$ cat config.mk
export PLATFORM = sky130hd
export DESIGN_NAME = atm_controller
export DESIGN_NICKNAME = d
export VERILOG_FILES = /design/src/rtl/atm_controller.sv
export SDC_FILE = /design/constraint.sdc
export NUM_CORES = 1
export LEC_CHECK = 0
export BUFFER_PORTS_ARGS = -buffer_cell sky130_fd_sc_hd__buf_2
export CAP_MARGIN = 20
export CORE_ASPECT_RATIO = 1.2
export CORE_MARGIN = 10
export CORE_UTILIZATION = 30
export CTS_CLUSTER_DIAMETER = 120
export DETAILED_ROUTE_END_ITERATION = 10
export GPL_TIMING_DRIVEN = 0
export PLACE_DENSITY = 0.58
export SLEW_MARGIN = 20
export SYNTH_ARGS = -nofsm -noshare
export SYNTH_HDL_FRONTEND = slang
export SYNTH_SLANG_ARGS = --single-unit
$ cat constraint.sdc
create_clock -name clk -period 2.64 [get_ports clk]
set_clock_uncertainty 0.15 [all_clocks]
set_input_delay 0.132 -clock clk [delete_from_list [all_inputs] [get_ports clk]]
set_output_delay 0.132 -clock clk [all_outputs]
set_load 0.005 [all_outputs]
$ cat src/rtl/atm_controller.sv
// atm_controller: card/PIN/transaction control FSM for an automatic cashier.
// Collects a 4-digit PIN, tracks failed attempts (warning, then lockout) and runs one
// deposit or withdrawal against a 64-bit balance. All outputs are registered.
module atm_controller (
    input  logic        clk,
    input  logic        reset,
    input  logic        tarjeta_recibida,
    input  logic        digito_stb,
    input  logic [3:0]  digito,
    input  logic [15:0] pin_correcto,
    output logic        pin_incorrecto,
    output logic        advertencia,
    output logic        bloqueo,
    input  logic        tipo_trans,
    input  logic [31:0] monto,
    input  logic [63:0] balance_inicial,
    output logic [63:0] balance_actualizado,
    output logic        balance_stb,
    output logic        entregar_dinero,
    output logic        fondos_insuficientes
);

    typedef enum logic [2:0] {
        StIdle,
        StPin,
        StCheck,
        StTrans,
        StBlock
    } state_e;

    state_e      state_q, state_d;
    logic [1:0]  intentos_q, intentos_d;
    logic [1:0]  digitos_q, digitos_d;
    logic [15:0] pin_sr_q, pin_sr_d;
    logic        pin_inc_q, pin_inc_d;
    logic        adv_q, adv_d;
    logic        bloq_q, bloq_d;
    logic [63:0] balance_q, balance_d;
    logic        bal_stb_q, bal_stb_d;
    logic        entregar_q, entregar_d;
    logic        fondos_q, fondos_d;
    logic [63:0] monto_ext;

    assign monto_ext = {32'd0, monto};

    // State and registered outputs; async reset returns everything to zero / IDLE.
    always_ff @(posedge clk or negedge reset) begin
        if (!reset) begin
            state_q    <= StIdle;
            intentos_q <= 2'd0;
            digitos_q  <= 2'd0;
            pin_sr_q   <= 16'd0;
            pin_inc_q  <= 1'b0;
            adv_q      <= 1'b0;
            bloq_q     <= 1'b0;
            balance_q  <= 64'd0;
            bal_stb_q  <= 1'b0;
            entregar_q <= 1'b0;
            fondos_q   <= 1'b0;
        end else begin
            state_q    <= state_d;
            intentos_q <= intentos_d;
            digitos_q  <= digitos_d;
            pin_sr_q   <= pin_sr_d;
            pin_inc_q  <= pin_inc_d;
            adv_q      <= adv_d;
            bloq_q     <= bloq_d;
            balance_q  <= balance_d;
            bal_stb_q  <= bal_stb_d;
            entregar_q <= entregar_d;
            fondos_q   <= fondos_d;
        end
    end

    // Next-state and next-output logic; pulses default low, levels hold.
    always_comb begin
        state_d    = state_q;
        intentos_d = intentos_q;
        digitos_d  = digitos_q;
        pin_sr_d   = pin_sr_q;
        pin_inc_d  = 1'b0;
        adv_d      = adv_q;
        bloq_d     = bloq_q;
        balance_d  = balance_q;
        bal_stb_d  = 1'b0;
        entregar_d = 1'b0;
        fondos_d   = 1'b0;

        case (state_q)
            StIdle: begin
                if (tarjeta_recibida) begin
                    state_d   = StPin;
                    digitos_d = 2'd0;
                    pin_sr_d  = 16'd0;
                end
            end
            StPin: begin
                if (digito_stb) begin
                    pin_sr_d  = {pin_sr_q[11:0], digito};
                    digitos_d = digitos_q + 2'd1;
                    if (digitos_q == 2'd3) begin
                        state_d = StCheck;
                    end
                end
            end
            StCheck: begin
                if (pin_sr_q == pin_correcto) begin
                    state_d    = StTrans;
                    intentos_d = 2'd0;
                    adv_d      = 1'b0;
                end else begin
                    pin_inc_d  = 1'b1;
                    intentos_d = intentos_q + 2'd1;
                    digitos_d  = 2'd0;
                    pin_sr_d   = 16'd0;
                    // Third consecutive miss locks the card until reset.
                    if (intentos_q == 2'd2) begin
                        bloq_d  = 1'b1;
                        state_d = StBlock;
                    end else begin
                        state_d = StPin;
                        if (intentos_q == 2'd1) begin
                            adv_d = 1'b1;
                        end
                    end
                end
            end
            StTrans: begin
                state_d = StIdle;
                if (!tipo_trans) begin
                    balance_d = balance_inicial + monto_ext;
                    bal_stb_d = 1'b1;
                end else if (monto_ext <= balance_inicial) begin
                    balance_d  = balance_inicial - monto_ext;
                    bal_stb_d  = 1'b1;
                    entregar_d = 1'b1;
                end else begin
                    fondos_d = 1'b1;
                end
            end
            StBlock: begin
                bloq_d = 1'b1;
            end
            default: begin
                state_d = StIdle;
            end
        endcase
    end

    assign pin_incorrecto       = pin_inc_q;
    assign advertencia          = adv_q;
    assign bloqueo              = bloq_q;
    assign balance_actualizado  = balance_q;
    assign balance_stb          = bal_stb_q;
    assign entregar_dinero      = entregar_q;
    assign fondos_insuficientes = fondos_q;

endmodule

# Word-level counts from Yosys, hierarchy flattened
# Index checks and enable logic that the tools add are counted.
# totals
reg_bits	93
inputBits	121
out_inout_bits	70
wordCells	74
# op_classes
addsub	4
n_lt_le_gt_ge	1
n_eq_ne	15
n_mux	33
bitwise	1
n_reduce_logical	9
# ops
op	count
$mux W64	2
$add A64 B32 Y64	1
$le A32 B64 Y1	1
$sub A64 B32 Y64	1
$mux W16	3
$pmux W16 S3	1
$eq A16 B16 Y1	1
$mux W1	15
$mux W3	5
$ne A2 B2 Y1 const B	6
$pmux W3 S4	1
$mux W2	4
$reduce_and A4 Y1	2
$eq A3 B2 Y1 const B	2
$pmux W2 S3	1
$reduce_and A3 Y1	2
$add A2 B1 Y2 const B	2
$eq A2 B2 Y1 const B	2
$reduce_bool A2 Y1	2
$eq A3 B1 Y1 const B	1
$eq A3 B3 Y1 const B	1
$logic_not A3 Y1	1
$reduce_bool A3 Y1	1
$eq A2 B1 Y1 const B	1
other kinds (4)	4

# Logic depth before layout (Yosys ltp)
# Gate-level depths: netlist (run 1).
# depth
ltp_word	4
ltp_mapped	16
mapped_depth_nobuf	14

# Worst setup path before layout (run 1)
# No wires, ideal clock.
# synth_path
kind	input to register
from	input monto[3]
to	register balance_q[23], in the netlist balance_actualizado[23]
setup_time_ps	128
t_arrival_ps	2793
t_required_ps	2362
setup_slack_ps	-430
stages	13
n_path_buf	2
cell_sequence	inv_1 ha_1 buf_2 a21oi_1 a2111oi_4 o21bai_1 a211oi_1 o21ai_1 and4bb_1 or2_1 buf_4 inv_2 mux2_1
# synth_between
elab_chain_len	3
word_cells_on_any_way	7
classes_between	2 x add/sub; 1 x order compare; 1 x eq/ne; 2 x mux; 1 x reduce/logical
# synth_rtl
item	line_no	source
start, declared	15	input logic [31:0] monto,
$sub A64 B32 Y64 or $le A32 B64 Y1 (tied branches)	134, 133	
$mux W64 or $ne A2 B1 Y1 (tied branches)	-	
$mux W64 or $reduce_and A2 Y1 (tied branches)	-	
end signal, assigned	68	balance_q <= balance_d;
end, declared	38	logic [63:0] balance_q, balance_d;
# Parallel ways exist; a longest one is shown, timed or not. The select of a mux whose other input is x is not followed.
# A chain may end at the register's enable or synchronous reset.

# Worst setup path in the final report (run 1)
# layout_path
from	input tipo_trans
to	register balance_q[58], in the netlist balance_actualizado[58]
# layout_between
elab_chain_len	2
word_cells_on_any_way	3
classes_between	1 x eq/ne; 1 x mux; 1 x reduce/logical
# layout_rtl
item	line_no	source
start, declared	14	input logic tipo_trans,
$ne A2 B1 Y1 (no source line)	-	
$reduce_and A2 Y1 (no source line)	-	
# Parallel ways exist; a longest one is shown, timed or not.

==> reports/qor.csv, run 1 <==
stage;metric;value;unit
clock_network;root_buffer;clkbuf_16;
setup_path;crit_slowest_cell;clkbuf_1;
setup_path;reg2reg_depth;9;
power_and_ir_drop;p_leak;0.00571;uW
floorplanning;core-area;29700;sq um
sta;finalCritPeriodShare;102;%
logic_synthesis;syn-num-nets;1400;
status;violations;setup timing;
setup_path;path_class;input port to register;
setup_path;crit_arrival;2.81;ns
detailed_routing;via_count;10500;
sta;setup_viol;10;
setup_path;r2r-end;pin_sr_q[11];
place;place_ws;-1.01;ns
layout;final_common_cell;buf_2;
floorplanning;die_height;210;um
clock_network;insertion_delay;0.37;ns
clock_network;cts_buffers;9;
layout;diodes;0;
global_route;grt_pass1_vias;10500;
sta;rsz0062_at_grt;yes;
floorplanning;start_util;30.5;%
logic_synthesis;ys_types;77;
sta;tns;-0.273;ns
logic_synthesis;yosysWarnings;0;
layout;synthToLayoutAreaGrowth;49.8;%
logic_synthesis;synth_area_per_cell;7.50;sq um
job;maxCapViolCount;0;
logic_synthesis;synth_flop_cell;dfrtp_1;
logic_synthesis;synthCells;1210;
detailed_routing;routed_wl;40500;um
detailed_routing;vias_per_cell;5.50;
setup_path;slowest_delay;0.80;ns
setup_path;crit_path_end_kind;register;
setup_path;critPathMaxFanout;10;
floorplanning;ioPinCount;191;
clock_network;numClockSinks;93;
logic_synthesis;ys_seq_area_share;25.7;%
sta;fin_ws;-0.0585;ns
clock_network;clk_path_buf_depth;2;
logic_synthesis;ys_ff_latch;93;
detailed_routing;drcViolationCount;0;
sta;max_freq;371;MHz
setup_path;cp-start-kind;input port;
logic_synthesis;async_flop_share;100;%
global_route;grt_max_degree;64;
sta;tightest_slew;1.01;ns
setup_path;crit_buf_inv;4;
floorplanning;die-area;37600;sq um
setup_path;crit_required;2.75;ns
hold_path;min_path_cells;3;
global_route;grtUsageMet2;34.6;%
sta;hold_viol_final;0;
setup_path;critPathTopFamily;buffers and inverters;
power_and_ir_drop;peakVddDrop;0.000278;V
sta;slew_headroom;32.9;%
sta;final_max_slew_viol_count;0;
logic_synthesis;synth_top_cells_by_area;dfrtp_1, ha_1, xnor2_1;
setup_path;r2r-start;pin_sr_q[8];
clock_network;clkSlewWorstSetupHoldPaths;0.08;ns
setup_path;critical_path.cell_chain;buf_2, inv_1, clkbuf_1, clkbuf_1, a22oi_1, xnor2_1, o21ai_1;
detailed_routing;drt-initial-drc-count;827;
status;status;finished with violations;
logic_synthesis;syn_area;9070;sq um
layout;mostFrequentLayoutCells;buf_2, dfrtp_1, nor2_1;
global_route;met1_usage;24.4;%
logic_synthesis;synth_top_area_cell;dfrtp_1;
global_route;antenna_found_initial;1;
logic_synthesis;yosys.area.top_type_share;25.7;%
hold_path;hp-class;input port to register;
setup_path;crit_top_cell;clkbuf_1;
power_and_ir_drop;power_density;588;nW/um^2
hold_path;hold_path_end;balance_actualizado[34];
place;dp_hpwl;30600;um
place;gp_congestion;0.938;
clock_network;htreeDepth;3;
logic_synthesis;synth-edff-count;0;
sta;layout_min_cycle_time;2.70;ns
place;io_buffers;185;
global_route;track_usage;20.4;%
detailed_routing;dr.pass1.iters;5;
global_route;overflow;0;
global_route;grt_busiest_layer;met2;
layout;num-nets-final;1695;
clock_network;cts_tree;done;
layout;drive_gt1_share;37.6;%
setup_path;r2r_slack;0.37;ns
detailed_routing;routedWlPerCell;21.3;um
hold_path;hp-start;balance_inicial[34];
global_route;grt_util_met3;3.70;%
detailed_routing;ant_nets;0;
global_route;grt_pass1_wl;59900;um
floorplanning;rows;69;
floorplanning;dieWidth;179;um
setup_path;path_depth;7;
repair_timing:
item / CTS / global route
buffers inserted: 43 / 35
hold buffers: 21 / 1
endpoints found under the setup margin: 84 / 76
cloned: 2 / 6
endpoints found under the hold margin: 113 / 1
pin swaps: 48 / 78
gates resized for setup: 200 / 210
layout make-up:
class	count	area [sq um]
plain buffers	53	465
clock buffers	9	225
clock inverters	7	76.3
fillers	2946	16100
inverters	88	373
multi-input cells	966	7520
flip-flops and latches	93	2330
well taps	390	488
repair buffers	294	2110
report_power, final:
part,switching (uW),internal (uW)
clock,727,676
sequential,562,2090
combinational,2060,1890
total,3340,4650
worst max path at each step:
stage	from	to	slack [ns]
final	tipo_trans	balance_actualizado[58]	-0.06
after global routing	balance_inicial[0]	balance_actualizado[27]	-0.14
after CTS	monto[27]	balance_actualizado[27]	-0.11
after detailed placement	monto[19]	balance_actualizado[17]	-1.01
after global placement	monto[31]	balance_actualizado[50]	-1.38
after floorplan	balance_inicial[0]	balance_actualizado[17]	-0.15
cells in the mapped netlist (all sizes together), types with 6 or more instances:
cell type / instances
or4: 12
dfrtp: 93
clkbuf: 40
nand2b: 10
nand4: 29
o211ai: 16
nand2: 128
a21oi: 85
o21bai: 15
nor3: 32
nor4: 21
nand3: 47
or2: 11
ha: 67
and2: 6
o21ai: 134
and3: 12
a31oi: 13
a211oi: 8
buf: 23
o31ai: 14
xor2: 6
o22ai: 12
nor2b: 19
xnor2: 71
o311ai: 7
nor2: 92
or3: 13
a21o: 12
inv: 87
worst reg2reg max path, cell delays in order, from the launching register on:
cell and delay, ns:
dfrtp_1 0.42, xnor2_1 0.15, nand4_1 0.17, nor4_4 0.08, nor2_1 0.09, a21oi_1 0.07, nor2_1 0.44, clkbuf_1 0.39
nand3_1 0.14, o21ai_0 0.09
cell families after synthesis:
group | synth area share (%)
multiplexers | 1.06
buffers and inverters | 6.99
AND/OR/NAND/NOR | 23.8
flip-flops | 25.7
adder cells (fa/ha/maj) | 9.68
AO/OA/AOI/OAI | 25.3
XOR/XNOR | 7.44
flip-flops by register name (all words and copies together), names as in the netlist:
register,cells
bloqueo,1
fondos_insuficientes,1
entregar_dinero,1
state_q,3
balance_actualizado,64
balance_stb,1
pin_incorrecto,1
pin_sr_q,16
intentos_q,2
advertencia,1
digitos_q,2
layer usage:
metal | wire length, um | part of all wire [%] | vias to the layer above
li1 | - | - | 4943
met4 | 1440 | 3.6 | 2
met1 | 16300 | 40 | 5001
met3 | 2790 | 6.9 | 94
met2 | 20000 | 49 | 419
met5 | 13 | 0.032 | -
through the flow:
step                hold WS [ns]  total power (uW)  util [%]  cells  instance area (sq um)
finish                   0.00305              8000      45.7   1900                  13600
global route              0.0185              8540      45.7   1900                  13600
CTS                     0.000233              7450      41.8   1863                  12400
detailed placement       -0.0980              5640      36.0   1787                  10700
global placement           0.208              5580      35.9   1785                  10600
floorplan                 -0.314              4280         -   1210                   9230
Power figures use the tool's default switching activity.
==> run 2, diff against run 1 <==
- CELL_PAD_IN_SITES_DETAIL_PLACEMENT: default -> 1
- CELL_PAD_IN_SITES_GLOBAL_PLACEMENT: default -> 1
- PLACE_DENSITY: 0.58 -> 0.72
==> run 2 against run 1 <==
  * The flow still finishes with violations (setup timing)
  * Routed wire length is 11% higher
  * Sequential cell count stayed put
  * Non-clock buffer count is 8 higher
  * Hold slack better by 0.0040 ns
  * Die area stayed put
  * Register-to-register slack worse by 0.03 ns
  * Sequential power hardly changed
  * Core utilization is 0.74 points higher
  * Fmax is 2.7% lower
  * Global-route usage is 2.5 points higher
  * Combinational power is 5.3% higher
  * Critical path depth is 6 higher
  * Largest power group unchanged
==> reports/qor.csv, run 2 (synthesized netlist as in run 1, its figures left out) <==
stage;metric;value;unit
status;status;finished with violations;
status;violations;setup timing;
layout;num-nets-final;1703;
detailed_routing;ant_nets;0;
floorplanning;rows;69;
sta;rsz0062_at_grt;yes;
clock_network;clk_path_buf_depth;2;
layout;diodes;0;
global_route;grt_max_degree;70;
floorplanning;ioPinCount;191;
power_and_ir_drop;peakVddDrop;0.000334;V
floorplanning;start_util;30.5;%
sta;fin_ws;-0.132;ns
global_route;overflow;0;
layout;regArea;2330;sq um
clock_network;numClockSinks;93;
global_route;grt_pass1_vias;11600;
place;placed_area;10700;sq um
sta;slew_headroom;30.3;%
detailed_routing;routed_wl;45000;um
detailed_routing;routedWlPerCell;23.6;um
detailed_routing;drt-initial-drc-count;800;
setup_path;critPathLaunch;monto[6];
setup_path;reg2reg_depth;9;
clock_network;htreeDepth;3;
layout;synthToLayoutAreaGrowth;52.2;%
setup_path;crit_required;2.75;ns
setup_path;crit_path_end_kind;register;
global_route;antenna_found_initial;0;
layout;mostFrequentLayoutCells;buf_2, dfrtp_1, nor2_1;
floorplanning;dieWidth;179;um
sta;final_max_slew_viol_count;0;
setup_path;r2r-start;pin_sr_q[0];
layout;multi_input_area;7660;sq um
setup_path;r2r_slack;0.34;ns
global_route;grt_pass1_wl;67500;um
floorplanning;die_height;210;um
clock_network;clkSlewWorstSetupHoldPaths;0.07;ns
place;dp_hpwl;33200;um
job;maxCapViolCount;0;
global_route;track_usage;22.9;%
clock_network;cts_buffers;9;
detailed_routing;vias_per_cell;5.67;
layout;final_common_cell;buf_2;
place;gp_congestion;0.957;
power_and_ir_drop;p_leak;0.00580;uW
sta;tns;-2.56;ns
layout;final_cell_area;13800;sq um
layout;fillCellCount;3568;
sta;max_freq;361;MHz
setup_path;r2r-end;pin_sr_q[13];
hold_path;hp-class;input port to register;
power_and_ir_drop;power_density;589;nW/um^2
setup_path;path_class;input port to register;
detailed_routing;via_count;10800;
detailed_routing;drcViolationCount;0;
sta;hold_viol_final;0;
layout;largest_reg_flops;64;
sta;layout_min_cycle_time;2.77;ns
sta;setup_viol;42;
floorplanning;die-area;37600;sq um
setup_path;crit_end;balance_actualizado[63];
layout;drive_gt1_share;39.4;%
setup_path;cp-start-kind;input port;
clock_network;root_buffer;clkbuf_16;
detailed_routing;dr.pass1.iters;5;
clock_network;insertion_delay;0.37;ns
place;io_buffers;185;
clock_network;cts_tree;done;
floorplanning;core-area;29700;sq um
sta;finalCritPeriodShare;105;%
place;place_ws;-1.39;ns
setup_path;critPathMaxFanout;5;
setup_path;crit_arrival;2.88;ns
sta;tightest_slew;1.05;ns
==> run 2: timing repair <==
item	4_1_cts	5_1_grt
endpoints found under the setup margin	84	82
pin swaps	70	84
endpoints found under the hold margin	112	0
gates resized for setup	270	173
hold buffers	20	0
cloned	7	1
buffers inserted	60	30
==> run 2: routing by layer <==
layer | global-route usage, % | part of all wire (%)
met1 | 26.3 | 39
met2 | 40.8 | 51
met3 | 3.76 | 5.2
met4 | 9.65 | 4.1
met5 | 0 | 0
==> run 2: where the power goes <==
part	internal [uW]	switching, uW	total (uW)
Sequential	2090	554	2640
Combinational	1920	2220	4150
Clock	662	692	1350
Total	4670	3470	8140
==> run 2: how the worst min path moves through the flow <==
stage                                    from  cells after the start                       to  slack, ns
after floorplan                         reset                      0              advertencia      -0.31
after global placement              digito[3]                      3              pin_sr_q[3]       0.21
after detailed placement                reset                      1               state_q[2]      -0.13
after CTS                 balance_inicial[36]                      3  balance_actualizado[36]      0.002
after global routing      balance_inicial[37]                      3  balance_actualizado[37]       0.01
final                     balance_inicial[36]                      3  balance_actualizado[36]      0.007
==> run 2: critical path, stage by stage <==
cell and delay, ns:
buf_6 0.10, inv_2 0.06, ha_4 0.22, nor2b_4 0.13, or4_4 0.50, a211oi_4 0.37
o21ai_4 0.13, a31oi_4 0.31, buf_6 0.16, o21ai_4 0.10, o41ai_2 0.39, xnor2_1 0.18
o21ai_2 0.08
==> run 2: final cells by class <==
| cell class | instances | area share [%] |
|---|---|---|
| Multi-Input combinational cell | 966 | 55.5 |
| Sequential cell | 93 | 16.9 |
| Timing Repair Buffer | 301 | 16.0 |
| Tap cell | 390 | 3.53 |
| Buffer | 54 | 3.44 |
| Inverter | 88 | 2.67 |
| Clock buffer | 10 | 1.66 |
| Clock inverter | 6 | 0.390 |
==> run 2: through the flow <==
stage | instances | util (%) | hold WS (ns) | power, uW
finish | 1908 | 46.5 | 0.00707 | 8140
global route | 1908 | 46.5 | 0.0148 | 8710
CTS | 1885 | 43.7 | 0.00197 | 7700
detailed placement | 1786 | 36.0 | -0.134 | 5730
global placement | 1785 | 35.9 | 0.212 | 5620
floorplan | 1210 | - | -0.314 | 4280
